`src/rtl/riscv_ppreg_skid.sv`:
```
// Elastic pipeline stage register: valid/ready on both sides, one-entry skid
// buffer so upstream ready is registered, plus flush, occupancy and stall counter.
module riscv_ppreg_skid #(
  parameter int unsigned DATA_W       = 64,
  parameter int unsigned CNT_W        = 32,
  parameter int unsigned CLR_ON_FLUSH = 1
) (
  input  logic              i_riscv_pps_clk,
  input  logic              i_riscv_pps_rst_n,
  input  logic              i_riscv_pps_flush,
  input  logic              i_riscv_pps_valid,
  output logic              o_riscv_pps_ready,
  input  logic [DATA_W-1:0] i_riscv_pps_data,
  output logic              o_riscv_pps_valid,
  input  logic              i_riscv_pps_ready,
  output logic [DATA_W-1:0] o_riscv_pps_data,
  output logic [1:0]        o_riscv_pps_occupancy,
  input  logic              i_riscv_pps_cnt_clr,
  output logic [CNT_W-1:0]  o_riscv_pps_stall_cnt
);

  typedef enum logic [1:0] {
    EMPTY = 2'd0,
    BUSY  = 2'd1,
    FULL  = 2'd2
  } state_t;

  state_t            state;
  logic [DATA_W-1:0] main_q;
  logic [DATA_W-1:0] skid_q;
  logic              valid_q;
  logic              ready_q;
  logic [1:0]        occ_q;
  logic [CNT_W-1:0]  cnt_q;
  logic              in_fire;
  logic              out_fire;

  assign in_fire  = i_riscv_pps_valid & ready_q;
  assign out_fire = valid_q & i_riscv_pps_ready;

  // valid/ready/occupancy are kept as their own flops rather than decoded from
  // state, so every output leaves a register with no combinational input path.
  always_ff @(posedge i_riscv_pps_clk or negedge i_riscv_pps_rst_n) begin
    if (!i_riscv_pps_rst_n) begin
      state   <= EMPTY;
      main_q  <= '0;
      skid_q  <= '0;
      valid_q <= 1'b0;
      ready_q <= 1'b1;
      occ_q   <= 2'd0;
    end else if (i_riscv_pps_flush) begin
      state   <= EMPTY;
      valid_q <= 1'b0;
      ready_q <= 1'b1;
      occ_q   <= 2'd0;
      if (CLR_ON_FLUSH != 0) begin
        main_q <= '0;
        skid_q <= '0;
      end
    end else begin
      case (state)
        EMPTY: begin
          if (in_fire) begin
            main_q  <= i_riscv_pps_data;
            state   <= BUSY;
            valid_q <= 1'b1;
            occ_q   <= 2'd1;
          end
        end
        BUSY: begin
          if (in_fire && out_fire) begin
            main_q <= i_riscv_pps_data;
          end else if (in_fire) begin
            skid_q  <= i_riscv_pps_data;
            state   <= FULL;
            ready_q <= 1'b0;
            occ_q   <= 2'd2;
          end else if (out_fire) begin
            state   <= EMPTY;
            valid_q <= 1'b0;
            occ_q   <= 2'd0;
          end
        end
        FULL: begin
          if (out_fire) begin
            main_q  <= skid_q;
            state   <= BUSY;
            ready_q <= 1'b1;
            occ_q   <= 2'd1;
          end
        end
        default: begin
          state   <= EMPTY;
          valid_q <= 1'b0;
          ready_q <= 1'b1;
          occ_q   <= 2'd0;
        end
      endcase
    end
  end

  always_ff @(posedge i_riscv_pps_clk or negedge i_riscv_pps_rst_n) begin
    if (!i_riscv_pps_rst_n) begin
      cnt_q <= '0;
    end else if (i_riscv_pps_cnt_clr) begin
      cnt_q <= '0;
    end else if (valid_q && !i_riscv_pps_ready && (cnt_q != '1)) begin
      cnt_q <= cnt_q + 1'b1;
    end
  end

  assign o_riscv_pps_ready     = ready_q;
  assign o_riscv_pps_valid     = valid_q;
  assign o_riscv_pps_data      = main_q;
  assign o_riscv_pps_occupancy = occ_q;
  assign o_riscv_pps_stall_cnt = cnt_q;

endmodule

```
`config.mk`:
```
export PLATFORM = sky130hd
export DESIGN_NAME = riscv_ppreg_skid
export DESIGN_NICKNAME = d
export VERILOG_FILES = /design/src/rtl/riscv_ppreg_skid.sv
export SDC_FILE = /design/constraint.sdc
export NUM_CORES = 1
export LEC_CHECK = 0
export CAP_MARGIN = 20
export CORE_UTILIZATION = 50
export CTS_CLUSTER_DIAMETER = 30
export CTS_CLUSTER_SIZE = 20
export DETAILED_ROUTE_END_ITERATION = 10
export PLACE_DENSITY_LB_ADDON = 0.25
export SETUP_SLACK_MARGIN = 0.4
export SLEW_MARGIN = 10
export SYNTH_ARGS = -nofsm -noshare
export SYNTH_HDL_FRONTEND = slang
export SYNTH_SLANG_ARGS = --single-unit
```
`constraint.sdc`:
```
create_clock -name i_riscv_pps_clk -period 3.2 [get_ports i_riscv_pps_clk]
set_input_delay 0.48 -clock i_riscv_pps_clk [delete_from_list [all_inputs] [get_ports i_riscv_pps_clk]]
set_output_delay 0.48 -clock i_riscv_pps_clk [all_outputs]
set_load 0.01 [all_outputs]
```
== Word level (Yosys, flattened, before mapping) ==
Index checks and enable logic that the tools add are counted.
Storage, ports and cells
  register bits: 164
  latch bits: 0
  bits in writable memories: 0
  bits in read-only memories: 0
  input bits: 70
  output and inout port bits: 100
  logic and storage cells: 65
  memories kept: 0
Cells by class
  add/sub/neg operators: 1
  multipliers: 0
  div/mod/pow operators: 0
  $lt $le $gt $ge: 0
  equality and inequality tests: 14
  shifts and indexed selects: 0
  muxes and demuxes: 28
  bitwise gates (word level): 2
  reductions and logical operators: 14
Operator list (count)
  64-bit two-way mux: 7
  64-bit case mux with 3 select lines: 1
  32-bit two-way mux: 2
  32-bit by 1-bit adder with 32-bit output (second input constant): 1
  32-bit != test (second input constant): 1
  3-bit != test (second input constant): 7
  2-bit two-way mux: 6
  4-bit AND reduction: 3
  1-bit two-way mux: 9
  2-bit != test (second input constant): 3
  1-bit case mux with 3 select lines: 2
  2-bit case mux with 3 select lines: 1
  2-bit nonzero test: 3
  5-bit AND reduction: 1
  4-bit != test (second input constant): 1
  4-bit nonzero test: 1
  1-bit logical AND: 3
  3-bit AND reduction: 1
  1-bit AND: 2
  2-bit by 1-bit == test with 1-bit output (second input constant): 1
  2-bit == test (second input constant): 1
  2-bit logical NOT: 1
  1-bit logical NOT: 1

== Logic depth before layout (Yosys ltp) ==
Gate-level depths: netlist of run 1.
  word-level depth: 6
  mapped depth: 7
  depth with buffers taken out: 6

== Worst setup path after synthesis of run 1 ==
Ideal clock, no wire load.
  kind: reg2reg
  from: reg cnt_q[0], in the netlist o_riscv_pps_stall_cnt[0]
  to: reg cnt_q[26], in the netlist o_riscv_pps_stall_cnt[26]
  setup time: 0.078 ns
  arrival: 2.438 ns
  data required time: 3.122 ns
  path slack: 0.684 ns
  stages on the path, launching flop included: 8
  path buffers: 1
  clock period less this slack: 2.516 ns
  cell sequence: dfrtp_1 > ha_1 > nand4_2 > or4_1 > clkbuf_2 > or4_4 > or3_1 > a21oi_1
On the way
  cells in the longest elaborated chain, start to end: 3
  elaborated cells between the ends (all ways): 6
  those cells by class: 1 x add/sub; 1 x eq/ne; 2 x mux; 2 x reduce/logical
RTL lines
  from (decl): RTL line 34  | logic [CNT_W-1:0] cnt_q;
  from (signal assigned): RTL line 108  | cnt_q <= cnt_q + 1'b1;
  32-bit by 1-bit adder with 32-bit output or 32-bit != test (tied branches): RTL line 108, 107
  32-bit two-way mux or 1-bit logical AND (tied branches): RTL line 107  | end else if (valid_q && !i_riscv_pps_ready && (cnt_q != '1)) begin
  32-bit two-way mux or 2-bit nonzero test (tied branches)
Parallel ways exist; a longest one is shown, timed or not. The select of a mux whose other input is x is not followed.
A chain may end at the register's enable or synchronous reset.

== Worst setup path after layout of run 1 ==
  from: reg cnt_q[1], in the netlist o_riscv_pps_stall_cnt[1]
  to: reg cnt_q[30], in the netlist o_riscv_pps_stall_cnt[30]
The elaborated chain is that of the path after synthesis.

==> flow_summary.rst, run 1 <==
.. list-table::
   :header-rows: 1

   * - Metric
     - Value
   * - Number of ports placed on the die boundary
     - 170
   * - Number of fill cells
     - 1,195
   * - Pin count of the biggest net entering global routing
     - 129
   * - Post-synthesis share of cell area spent on xor and xnor gates
     - 2.65%
   * - Worst hold slack
     - 0.0563 ns
   * - Post-synthesis share of cell area spent on full adders, half adders and majority gates
     - 0.165%
   * - Cells after DPL
     - 1,100
   * - Number of maximum-capacitance violations
     - 0
   * - Count of input and output buffers
     - 169
   * - Cell area reported after detailed placement
     - 0.00949 mm²
   * - TritonCTS clock tree
     - yes
   * - Proportion of power drawn by the clock network
     - 36.7%
   * - Starting DRT DRC Count
     - 444
   * - Total negative slack
     - 0 ns
   * - Average wire per standard cell
     - 16.1 µm
   * - Die span in x
     - 125 µm
   * - Via Count
     - 6,236
   * - Area of the mapped netlist
     - 0.00759 mm²
   * - Final worst-path cycle share
     - 80.5%
   * - Tightest Pin Transition
     - 0.691 ns
   * - Timing-limited maximum frequency
     - 388 MHz
   * - # setup viols final
     - 0
   * - Number of endpoints with negative hold slack in the final report
     - 0
   * - Flop pwr share
     - 43.6%
   * - Unique masters post-synth
     - 44
   * - Setup Fix Bufs, Post-CTS
     - 0
   * - Layout-stage area growth over the synthesis result
     - 32.8%
   * - Area of the placeable core
     - 0.0146 mm²
   * - Initial core utilization
     - 51.8%
   * - Worst setup path class
     - reg -> reg
   * - Number of placement rows
     - 44
   * - Master cell of the clock root buffer
     - clkbuf_16
   * - Count of antenna-violating nets left after detailed routing
     - 0
   * - Final Net Count
     - 1,006
   * - Area contributors post-synth
     - dfrtp_1 (54%), nand2_1 (10%), mux2i_1 (8.6%), o31ai_1 (6.4%), a21oi_1 (5.2%)
   * - Number of buffers inserted by hold repair at cts
     - 0
   * - Mean instance size in the synthesized netlist
     - 9.63 µm²
   * - Post-Route Skew
     - 0.0127 ns
   * - Initial antenna violation count
     - 0
   * - Share of synthesized area occupied by flip-flops and latches
     - 54.1%
   * - Dominant register cell in the synthesized netlist
     - dfrtp_1
   * - Headroom to the max-slew limit
     - 53.9%
   * - Max rail drop VDD
     - 0.344 mV
   * - Number of buffers created by CTS
     - 17
   * - Switching Share
     - 28.4%
   * - Complex-gate fraction of the synthesized area
     - 14.0%
   * - Clock buffer depth
     - 2
   * - Antenna cells
     - 0
   * - Combinational family with the most area after synthesis
     - simple AND/OR/NAND/NOR gates
   * - Signal arrival time at the worst endpoint
     - 2.92 ns
   * - Synthesis-stage register bit count
     - 164
   * - Worst hold-check path type
     - in -> async
   * - Time the final worst path needs with I/O delays and setup
     - 2.58 ns
   * - Final slew viol count
     - 0
   * - H-tree Lvls
     - 4
   * - Latest clock arrival within the worst-skew pair
     - 0.43 ns
   * - Internal power
     - 3.93 mW
   * - Detailed placement HPWL
     - 11,600 µm
   * - Post-synth EDFFs
     - 0
   * - Die footprint
     - 0.0157 mm²
   * - Data required time at the worst endpoint
     - 3.54 ns
   * - Register-to-register setup slack
     - 0.62 ns
   * - Worst Setup Start Kind
     - flip-flop
   * - Post-synthesis cell count
     - 788
   * - Share of flip-flops with an asynchronous set or reset after synthesis
     - 100%
   * - Aggregate routed wire length
     - 18,300 µm
   * - Critical Path Fanout Max
     - 7
   * - Endpoint type of the worst setup path
     - flip-flop
   * - Violated checks
     - DRC
   * - Switching power
     - 1.56 mW
   * - Area fraction in and, or, nand and nor cells after synthesis
     - 16.9%
   * - Total congestion overflow
     - 0
   * - Yosys warning count
     - 0
   * - Weighted congestion reported at the end of routability-driven placement
     - 0.846
   * - TritonCTS Sinks
     - 164
   * - Number of global-route vias before repair
     - 6,081
   * - Sequential cell area
     - 0.00411 mm²
   * - Via density per instance
     - 5.51
   * - Residual DRC count
     - 24
   * - Mux cell area share after synthesis
     - 8.87%
   * - Logic gate share of total power
     - 19.8%
   * - Status
     - finished with violations
   * - Non-filler instance count after layout
     - 1,132
   * - Wire length of the first global-routing pass
     - 30,800 µm
   * - Number of detailed-routing iterations run before antenna repair
     - 8
   * - Power per unit of standard cell area
     - 546 mW/mm²
   * - Biggest area consumer among synthesized cells
     - dfrtp_1
   * - Fraction of final layout cells with drive strength greater than 1
     - 7.38%
   * - Cell area after layout
     - 0.0101 mm²
   * - Gr usage total
     - 24.5%
   * - Number of resized instances in the post-cts repair step
     - 0
   * - Total leakage power
     - 3.95 nW
   * - Area of the multi-input gates
     - 0.00329 mm²
   * - Clock input transition at the sequential cells of the worst setup and hold paths
     - 0.06 ns
   * - Floorplan die height
     - 125 µm
   * - Unrepaired setup endpoints after global routing
     - no
   * - Net count after synthesis
     - 859
   * - Area share of the largest cell type after synthesis
     - 53.8%
==> registers in the layout, indices dropped and copies added, names as in the netlist <==
signal                 count
o_riscv_pps_data          64
o_riscv_pps_ready          1
o_riscv_pps_stall_cnt     32
o_riscv_pps_occupancy      2
o_riscv_pps_valid          1
skid_q                    64
==> layout make-up <==
cell class	instances	share of cell area, %
multi-input combinational	559	32.6
inverter	6	0.223
tap	184	2.28
sequential	164	40.7
timing repair buffer	187	18.4
clock buffer	17	4.22
clock inverter	15	1.58
==> critical path: stages, from the launching register on <==
cell,delay (ns)
dfrtp_1,0.41
ha_1,0.25
nand4_2,0.17
or4_4,0.62
or4_4,0.56
or3_1,0.32
a21oi_1,0.16
==> logic make-up after synthesis <==
family                   Yosys count
AND/OR/NAND/NOR                  300
AO/OA/AOI/OAI                    168
multiplexers                      67
flip-flops                       164
buffers and inverters             65
XOR/XNOR                          23
adder cells (fa/ha/maj)            1
==> metrics by stage <==
stage                     power, mW  utilization, %  worst slack [ns]
after global placement         3.50            64.8             0.628
after floorplan                2.95               -             0.684
after CTS                      5.55            68.8             0.548
after detailed placement       3.53            64.8             0.593
final                          5.50            68.8             0.623
after global routing           5.75            68.8             0.494
==> placed cells by master (no fill, tap or decap), drive strengths merged, types with 5 or more instances in the layout <==
cell type / count
nand2: 204
a21oi: 79
nor2b: 5
or4: 6
mux2i: 65
o31ai: 65
inv: 8
a211oi: 8
nand4: 12
buf: 20
clkinvlp: 6
nor4: 6
nand3: 14
and3: 5
clkdlybuf4s50: 167
nor2: 34
xnor2: 19
clkinv: 5
dfrtp: 163
clkbuf: 17
==> cell usage after synthesis (6+ instances only) <==
| library cell | instances |
|---|---|
| a211oi_1 | 8 |
| clkbuf_1 | 51 |
| dfrtp_1 | 163 |
| buf_1 | 6 |
| nor4_1 | 6 |
| nor2_1 | 34 |
| a21oi_1 | 79 |
| nand4_1 | 11 |
| mux2i_1 | 65 |
| nand3_1 | 14 |
| o31ai_1 | 65 |
| xnor2_1 | 19 |
| inv_1 | 6 |
| nand2_1 | 204 |
==> metal layers <==
layer,global-route usage (%),part of all wire (%),up-vias
met5,0,0,-
met4,7.60,1.4,0
met3,5.82,5.7,20
met2,38.9,48,173
met1,33.5,45,3004
li1,-,-,3039
==> final timing paths <==
path / start / depth (start not counted) / endpoint
worst max-delay path: o_riscv_pps_stall_cnt[1] / 6 / o_riscv_pps_stall_cnt[30]
worst min-delay path: i_riscv_pps_rst_n / 1 / o_riscv_pps_data[48]
worst max register to register: o_riscv_pps_stall_cnt[1] / 6 / o_riscv_pps_stall_cnt[30]
worst min register to register: o_riscv_pps_data[47] / 2 / o_riscv_pps_data[47]
max in group asynchronous: i_riscv_pps_rst_n / 2 / o_riscv_pps_data[5]
min in group i_riscv_pps_clk: o_riscv_pps_data[47] / 2 / o_riscv_pps_data[47]
==> power groups by stage <==
stage	registers, mW	clock network [mW]	logic [mW]
detailed placement	2.43	0	1.10
global placement	2.43	0	1.08
global route	2.42	2.14	1.19
CTS	2.40	2.05	1.10
floorplan	2.47	0	0.481
finish	2.40	2.02	1.09
Power figures use the tool's default switching activity.
==> run 2, diff against run 1 <==
clock period = 2.6 ns   (was 3.2 ns; I/O delays follow)
==> run 2 against run 1 <==
Compared with the run above:
- the flow still finishes with violations (DRC)
- die area unchanged
- clock-buffer cell count up 4
- sequential share of layout area down 0.71 points
- via count up 2.1%
==> flow_summary.rst, run 2 (synthesis results as in run 1) <==
.. list-table::
   :header-rows: 1

   * - Metric
     - Value
   * - Master cell of the clock root buffer
     - clkbuf_16
   * - Area of the placeable core
     - 0.0146 mm² (unchanged)
   * - Cell area after layout
     - 0.0103 mm² (+1.9%)
   * - Signal arrival time at the worst endpoint
     - 2.57 ns (-0.35 ns)
   * - Cells after DPL
     - 1,109 (+0.82%)
   * - Final Util
     - 70.1% (+1.3 points)
   * - Highest-utilization routing layer at the global route stage
     - met2
   * - Number of ports placed on the die boundary
     - 170 (unchanged)
   * - Non-filler instance count after layout
     - 1,148 (+1.4%)
   * - Detailed placement HPWL
     - 12,200 µm (+5.3%)
   * - Worst Setup Start Kind
     - flip-flop
   * - Delay of the slowest cell on the worst path
     - 0.51 ns (-0.11 ns)
   * - Antenna cells
     - 0 (unchanged)
   * - H-tree Lvls
     - 4 (unchanged)
   * - Die span in x
     - 125 µm (unchanged)
   * - Timing-limited maximum frequency
     - 449 MHz (+16%)
   * - Clock input transition at the sequential cells of the worst setup and hold paths
     - 0.06 ns (about the same)
   * - Logic gate share of total power
     - 20.7% (+0.9 points)
   * - Cell area reported after detailed placement
     - 0.00961 mm² (+1.3%)
   * - Final slew viol count
     - 0 (unchanged)
   * - Total negative slack
     - 0 ns (unchanged)
   * - Switching Share
     - 28.3% (-0.13 points)
   * - Power per unit of standard cell area
     - 645 mW/mm² (+18%)
   * - Wire length of the first global-routing pass
     - 31,100 µm (+1.1%)
   * - Time the final worst path needs with I/O delays and setup
     - 2.23 ns (-0.350 ns)
   * - Headroom to the max-slew limit
     - 55.0% (+1.0 points)
   * - Residual DRC count
     - 24 (unchanged)
   * - Status
     - finished with violations
   * - Number of stages on the worst hold path
     - 2
   * - Worst flop-to-flop path startpoint
     - o_riscv_pps_stall_cnt[1]
   * - Post-Route Skew
     - 0.0106 ns (-0.00209 ns)
   * - Switching power
     - 1.88 mW (+20%)
   * - Max rail drop VDD
     - 0.563 mV (+64%)
   * - Floorplan die height
     - 125 µm (unchanged)
   * - Proportion of power drawn by the clock network
     - 34.8% (-1.9 points)
   * - GRT met1 Usage
     - 33.4% (-0.12 points)
   * - Critical Path Fanout Max
     - 4 (-3)
   * - GR met2 Demand/Resource
     - 39.6% (+0.66 points)
   * - Count of input and output buffers
     - 169 (unchanged)
   * - Violated checks
     - DRC
   * - Number of buffers created by CTS
     - 17 (unchanged)
   * - Weighted congestion reported at the end of routability-driven placement
     - 0.857 (+1.3%)
   * - Highest-count cells in the layout ignoring fill and taps
     - nand2_1 (204), clkdlybuf4s50_1 (167), dfrtp_1 (160)
   * - Total congestion overflow
     - 0 (unchanged)
   * - Number of placement rows
     - 44 (unchanged)
   * - Number of detailed-routing iterations run before antenna repair
     - 8 (unchanged)
   * - Count of antenna-violating nets left after detailed routing
     - 0 (unchanged)
   * - Total leakage power
     - 4.04 nW (+2.2%)
   * - Crit path cell chain
     - ha_4 -> nand4_4 -> or4_4 -> or4_4 -> or3_4 -> a21oi_2
   * - Tightest Pin Transition
     - 0.675 ns (-0.0157 ns)
   * - Worst hold-check path type
     - reg -> reg
   * - Via density per instance
     - 5.54 (+0.65%)
   * - Final Net Count
     - 1,022 (+1.6%)
   * - Gr usage total
     - 24.8% (+0.30 points)
   * - Fraction of final layout cells with drive strength greater than 1
     - 9.44% (+2.1 points)
   * - Aggregate routed wire length
     - 18,600 µm (+2.0%)
   * - Starting DRT DRC Count
     - 532 (+20%)
   * - Final worst-path cycle share
     - 85.7% (+5.1 points)
   * - Worst setup path class
     - reg -> reg
   * - Family with the most delay on the worst path
     - simple AND/OR/NAND/NOR gates
   * - Area of the multi-input gates
     - 0.00334 mm² (+1.4%)
   * - Data required time at the worst endpoint
     - 2.95 ns (-0.59 ns)
   * - Standard cell with the maximum stage delay on the critical path
     - or4_4
   * - Hold wc startpoint
     - o_riscv_pps_data[45]
   * - Latest clock arrival within the worst-skew pair
     - 0.42 ns (about the same)
   * - Number of maximum-capacitance violations
     - 0 (unchanged)
   * - Number of fill cells
     - 1,146 (-4.1%)
   * - Clock buffer depth
     - 2 (unchanged)
   * - TritonCTS Sinks
     - 164 (unchanged)
   * - # setup viols final
     - 0 (unchanged)
   * - Die footprint
     - 0.0157 mm² (unchanged)
   * - TritonCTS clock tree
     - yes
   * - Number of global-route vias before repair
     - 6,194 (+1.9%)
   * - Buffering stage count on the worst path with inverters included
     - 0 (unchanged)
   * - Initial antenna violation count
     - 0 (unchanged)
   * - Critical path launch point
     - o_riscv_pps_stall_cnt[1]
   * - Initial core utilization
     - 51.8% (unchanged)
   * - Sequential cell area
     - 0.00411 mm² (about the same)
   * - Endpoint type of the worst setup path
     - flip-flop
   * - Average wire per standard cell
     - 16.2 µm (+0.61%)
   * - Pin count of the biggest net entering global routing
     - 71 (-45%)
   * - Most used cell, CP
     - or4_4
   * - Layout-stage area growth over the synthesis result
     - 35.3%
   * - Logic depth of the worst path, buffers included
     - 6 (unchanged)
   * - Most common library cell in the layout ignoring fill and taps
     - nand2_1
   * - Routing usage on met3
     - 6.42% (+0.60 points)
   * - Unrepaired setup endpoints after global routing
     - yes
   * - Internal power
     - 4.75 mW (+21%)
   * - Flop pwr share
     - 44.5% (+0.9 points)
   * - Number of endpoints with negative hold slack in the final report
     - 0 (unchanged)
   * - Reg2reg path depth
     - 6 (unchanged)
   * - Via Count
     - 6,365 (+2.1%)
run 2: stage by stage:
stage / power [mW] / setup slack, ns / hold WS [ns]
3_5_place_dp: 4.37 / 0.192 / 0.380
3_3_place_gp: 4.34 / 0.272 / 0.378
2_1_floorplan: 3.63 / 0.175 / 0.0944
6_report: 6.63 / 0.373 / 0.472
5_1_grt: 6.93 / 0.297 / 0.501
4_1_cts: 6.69 / 0.360 / 0.479
run 2: layout make-up:
| type | count | area share [%] |
|---|---|---|
| clock inverter | 11 | 0.768 |
| multi-input combinational | 559 | 32.5 |
| inverter | 6 | 0.219 |
| timing repair buffer | 203 | 19.7 |
| clock buffer | 21 | 4.58 |
| sequential | 164 | 40.0 |
| tap | 184 | 2.24 |
run 2: layer usage:
metal,vias up,wire length [µm]
met4,0,214
met3,18,1170
met5,-,0
met1,3096,8220
li1,3068,-
met2,183,9040
run 2: final timing paths:
kind | endpoint | slack (ns)
max | o_riscv_pps_stall_cnt[26] | 0.37
min | o_riscv_pps_data[45] | 0.47
max reg2reg | o_riscv_pps_stall_cnt[26] | 0.37
min reg2reg | o_riscv_pps_data[45] | 0.47
max in group asynchronous | o_riscv_pps_ready | 1.43
min in group asynchronous | o_riscv_pps_data[45] | 0.48
run 2: power by group through the flow:
stage / clock (mW) / combinational, mW / sequential (mW)
2_1_floorplan: 0 / 0.592 / 3.04
3_3_place_gp: 0 / 1.35 / 2.99
3_5_place_dp: 0 / 1.37 / 2.99
4_1_cts: 2.35 / 1.39 / 2.95
5_1_grt: 2.46 / 1.49 / 2.98
6_report: 2.30 / 1.37 / 2.95
run 2: worst reg2reg max path: stages (launching register included):
cell	delay (ns)
dfrtp_1	0.40
ha_4	0.17
nand4_4	0.12
or4_4	0.50
or4_4	0.51
or3_4	0.34
a21oi_2	0.12
run 2: what timing repair did:
action,4_1_cts,5_1_grt
endpoints found under the setup margin,6,9
setup buffers,5,1
gates resized for setup,3,8
pin swaps,1,4
hold buffers,1,0
hold endpoints to repair,50,0
==> run 3, diff against run 2 <==
CORE_UTILIZATION = 30   (was 50)
SLEW_MARGIN = 0   (was 10)
==> run 3 against run 2 <==
Compared with the run above:
- the flow now finishes without violations
- clock skew hardly changed
- critical path depth stayed put
- power is 2.4% higher
- sequential share of layout area is 0.89 points lower
- largest power group unchanged
- highest routed layer unchanged
==> flow_summary.rst, run 3 (synthesis results as in run 1) <==
.. list-table::
   :header-rows: 1

   * - Metric
     - Value
   * - Via density per instance
     - 4.88 (-12%)
   * - Post-route setup slack
     - 0.392 ns (+0.0198 ns)
   * - Initial antenna violation count
     - 0 (unchanged)
   * - Fraction of final layout cells with drive strength greater than 1
     - 9.92% (+0.48 points)
   * - Die footprint
     - 0.0259 mm² (+65%)
   * - # setup viols final
     - 0 (unchanged)
   * - Endpoint type of the worst setup path
     - flip-flop
   * - Area of the placeable core
     - 0.0245 mm² (+68%)
   * - Buffering stage count on the worst path with inverters included
     - 0 (unchanged)
   * - Wire length of the first global-routing pass
     - 33,100 µm (+6.5%)
   * - Number of ports placed on the die boundary
     - 170 (unchanged)
   * - Aggregate routed wire length
     - 20,800 µm (+12%)
   * - Count of antenna-violating nets left after detailed routing
     - 0 (unchanged)
   * - Max rail drop VDD
     - 0.360 mV (-36%)
   * - Gr usage total
     - 16.3% (-8.6 points)
   * - Worst hold-check path type
     - reg -> reg
   * - Number of maximum-capacitance violations
     - 0 (unchanged)
   * - Tightest Pin Transition
     - 0.649 ns (-0.0265 ns)
   * - Most common library cell in the layout ignoring fill and taps
     - nand2_1
   * - Non-filler instance count after layout
     - 1,292 (+13%)
   * - Die span in x
     - 161 µm (+29%)
   * - Final Util
     - 42.8% (-27 points)
   * - Detailed placement HPWL
     - 13,200 µm (+8.4%)
   * - Total leakage power
     - 4.08 nW (+1.2%)
   * - Pin count of the biggest net entering global routing
     - 133 (+87%)
   * - Count of input and output buffers
     - 169 (unchanged)
   * - H-tree Lvls
     - 4 (unchanged)
   * - Number of endpoints with negative hold slack in the final report
     - 0 (unchanged)
   * - Initial core utilization
     - 30.9% (-21 points)
   * - Cell area after layout
     - 0.0105 mm² (+2.3%)
   * - Master cell of the clock root buffer
     - clkbuf_16
   * - Worst hold slack
     - 0.473 ns (+0.00131 ns)
   * - Family with the most delay on the worst path
     - simple AND/OR/NAND/NOR gates
   * - Cell area reported after detailed placement
     - 0.00980 mm² (+2.0%)
   * - Data required time at the worst endpoint
     - 2.94 ns (about the same)
   * - Standard cell with the maximum stage delay on the critical path
     - or4_4
   * - Sequential cell area
     - 0.00411 mm² (unchanged)
   * - Number of placement rows
     - 57 (+30%)
   * - Total negative slack
     - 0 ns (unchanged)
   * - Final slew viol count
     - 0 (unchanged)
   * - Starting DRT DRC Count
     - 288 (-46%)
   * - Critical Path Fanout Max
     - 5 (+1)
   * - Residual DRC count
     - 0 (-100%)
   * - Worst Setup Start Kind
     - flip-flop
   * - Power per unit of standard cell area
     - 646 mW/mm² (+0.18%)
   * - Number of detailed-routing iterations run before antenna repair
     - 5 (-3)
   * - Status
     - complete, no violations
   * - Most used cell, CP
     - or4_4
   * - Final Net Count
     - 1,026 (+0.39%)
   * - Clock input transition at the sequential cells of the worst setup and hold paths
     - 0.07 ns (about the same)
   * - Number of fill cells
     - 2,435 (+110%)
   * - Delay of the slowest cell on the worst path
     - 0.53 ns (+0.02 ns)
   * - Signal arrival time at the worst endpoint
     - 2.55 ns (-0.02 ns)
   * - Average wire per standard cell
     - 16.1 µm (-0.86%)
   * - Cells after DPL
     - 1,249 (+13%)
   * - Latest clock arrival within the worst-skew pair
     - 0.42 ns (about the same)
   * - TritonCTS Sinks
     - 164 (unchanged)
   * - Number of buffers created by CTS
     - 17 (unchanged)
   * - Worst setup slack before clock tree synthesis
     - 0.166 ns (-0.0256 ns)
   * - Headroom to the max-slew limit
     - 56.8% (+1.8 points)
   * - Via Count
     - 6,311 (-0.85%)
   * - Layout-stage area growth over the synthesis result
     - 38.4%
   * - Antenna cells
     - 0 (unchanged)
   * - TritonCTS clock tree
     - yes
   * - Crit path cell chain
     - ha_4 -> nand4_4 -> or4_4 -> or4_4 -> or3_4 -> a21oi_2
   * - Unrepaired setup endpoints after global routing
     - yes
   * - Worst setup path class
     - reg -> reg
   * - Post-Route Skew
     - 0.0102 ns (-0.000363 ns)
   * - Total congestion overflow
     - 0 (unchanged)
   * - Clock buffer depth
     - 2 (unchanged)
   * - Weighted congestion reported at the end of routability-driven placement
     - 0.823 (-4.0%)
   * - Overall Power
     - 6.79 mW (+2.4%)
   * - Timing-limited maximum frequency
     - 453 MHz (+0.90%)
   * - Final worst-path cycle share
     - 84.9% (-0.76 points)
   * - Highest-count cells in the layout ignoring fill and taps
     - nand2_1 (204), clkdlybuf4s50_1 (167), dfrtp_1 (160)
   * - Floorplan die height
     - 161 µm (+29%)
   * - Number of global-route vias before repair
     - 6,016 (-2.9%)
   * - Time the final worst path needs with I/O delays and setup
     - 2.21 ns (-0.0198 ns)
   * - Area of the multi-input gates
     - 0.00334 mm² (unchanged)
-- run 3: cell count changes in the layout (fill, tap and decap cells not counted), sizes merged --
cell / change
buf: +4
clkbuf: -4
clkinvlp: -5
inv: +9
-- run 3: cell type report --
class / instances / share of cell area, %
timing repair buffer: 207 / 19.7
clock inverter: 15 / 1.29
multi-input combinational: 559 / 31.8
inverter: 6 / 0.214
tap: 324 / 3.86
clock buffer: 17 / 4.05
sequential: 164 / 39.1
-- run 3: path summary, 6_finish.rpt --
kind,from,end,slack [ns],cells after the start
min in group asynchronous,i_riscv_pps_rst_n,o_riscv_pps_data[46],0.54,2
setup reg to reg,o_riscv_pps_stall_cnt[0],o_riscv_pps_stall_cnt[26],0.39,6
setup / recovery,o_riscv_pps_stall_cnt[0],o_riscv_pps_stall_cnt[26],0.39,6
hold reg to reg,o_riscv_pps_data[38],o_riscv_pps_data[38],0.47,2
hold / removal,o_riscv_pps_data[38],o_riscv_pps_data[38],0.47,2
max in group asynchronous,i_riscv_pps_rst_n,skid_q[8],1.34,3
-- run 3: per-layer routing --
| metal | track usage (%) | wire length [µm] | up-vias |
|---|---|---|---|
| li1 | - | - | 3072 |
| met1 | 22.7 | 9830 | 3071 |
| met2 | 24.7 | 9440 | 162 |
| met3 | 5.32 | 1440 | 6 |
| met4 | 3.30 | 88 | 0 |
| met5 | 0 | 0 | - |
-- run 3: power by group --
group / switching (mW) / leakage [nW] / internal, mW
Clock: 1.17 / 0.280 / 1.27
Combinational: 0.725 / 1.59 / 0.668
Sequential: 0.163 / 2.21 / 2.79
-- run 3: tightest hold or removal path, stage by stage (launching register included) --
cell	delay (ns)
dfrtp_1	0.34
nand2_1	0.05
o31ai_1	0.05
-- run 3: what timing repair did --
item / 4_1_cts / 5_1_grt
gates resized for setup: 5 / 5
endpoints found under the setup margin: 6 / 6
buffers inserted: 10 / 0
pin swaps: 3 / 1
hold buffers: 1 / 0
endpoints found under the hold margin: 52 / 0
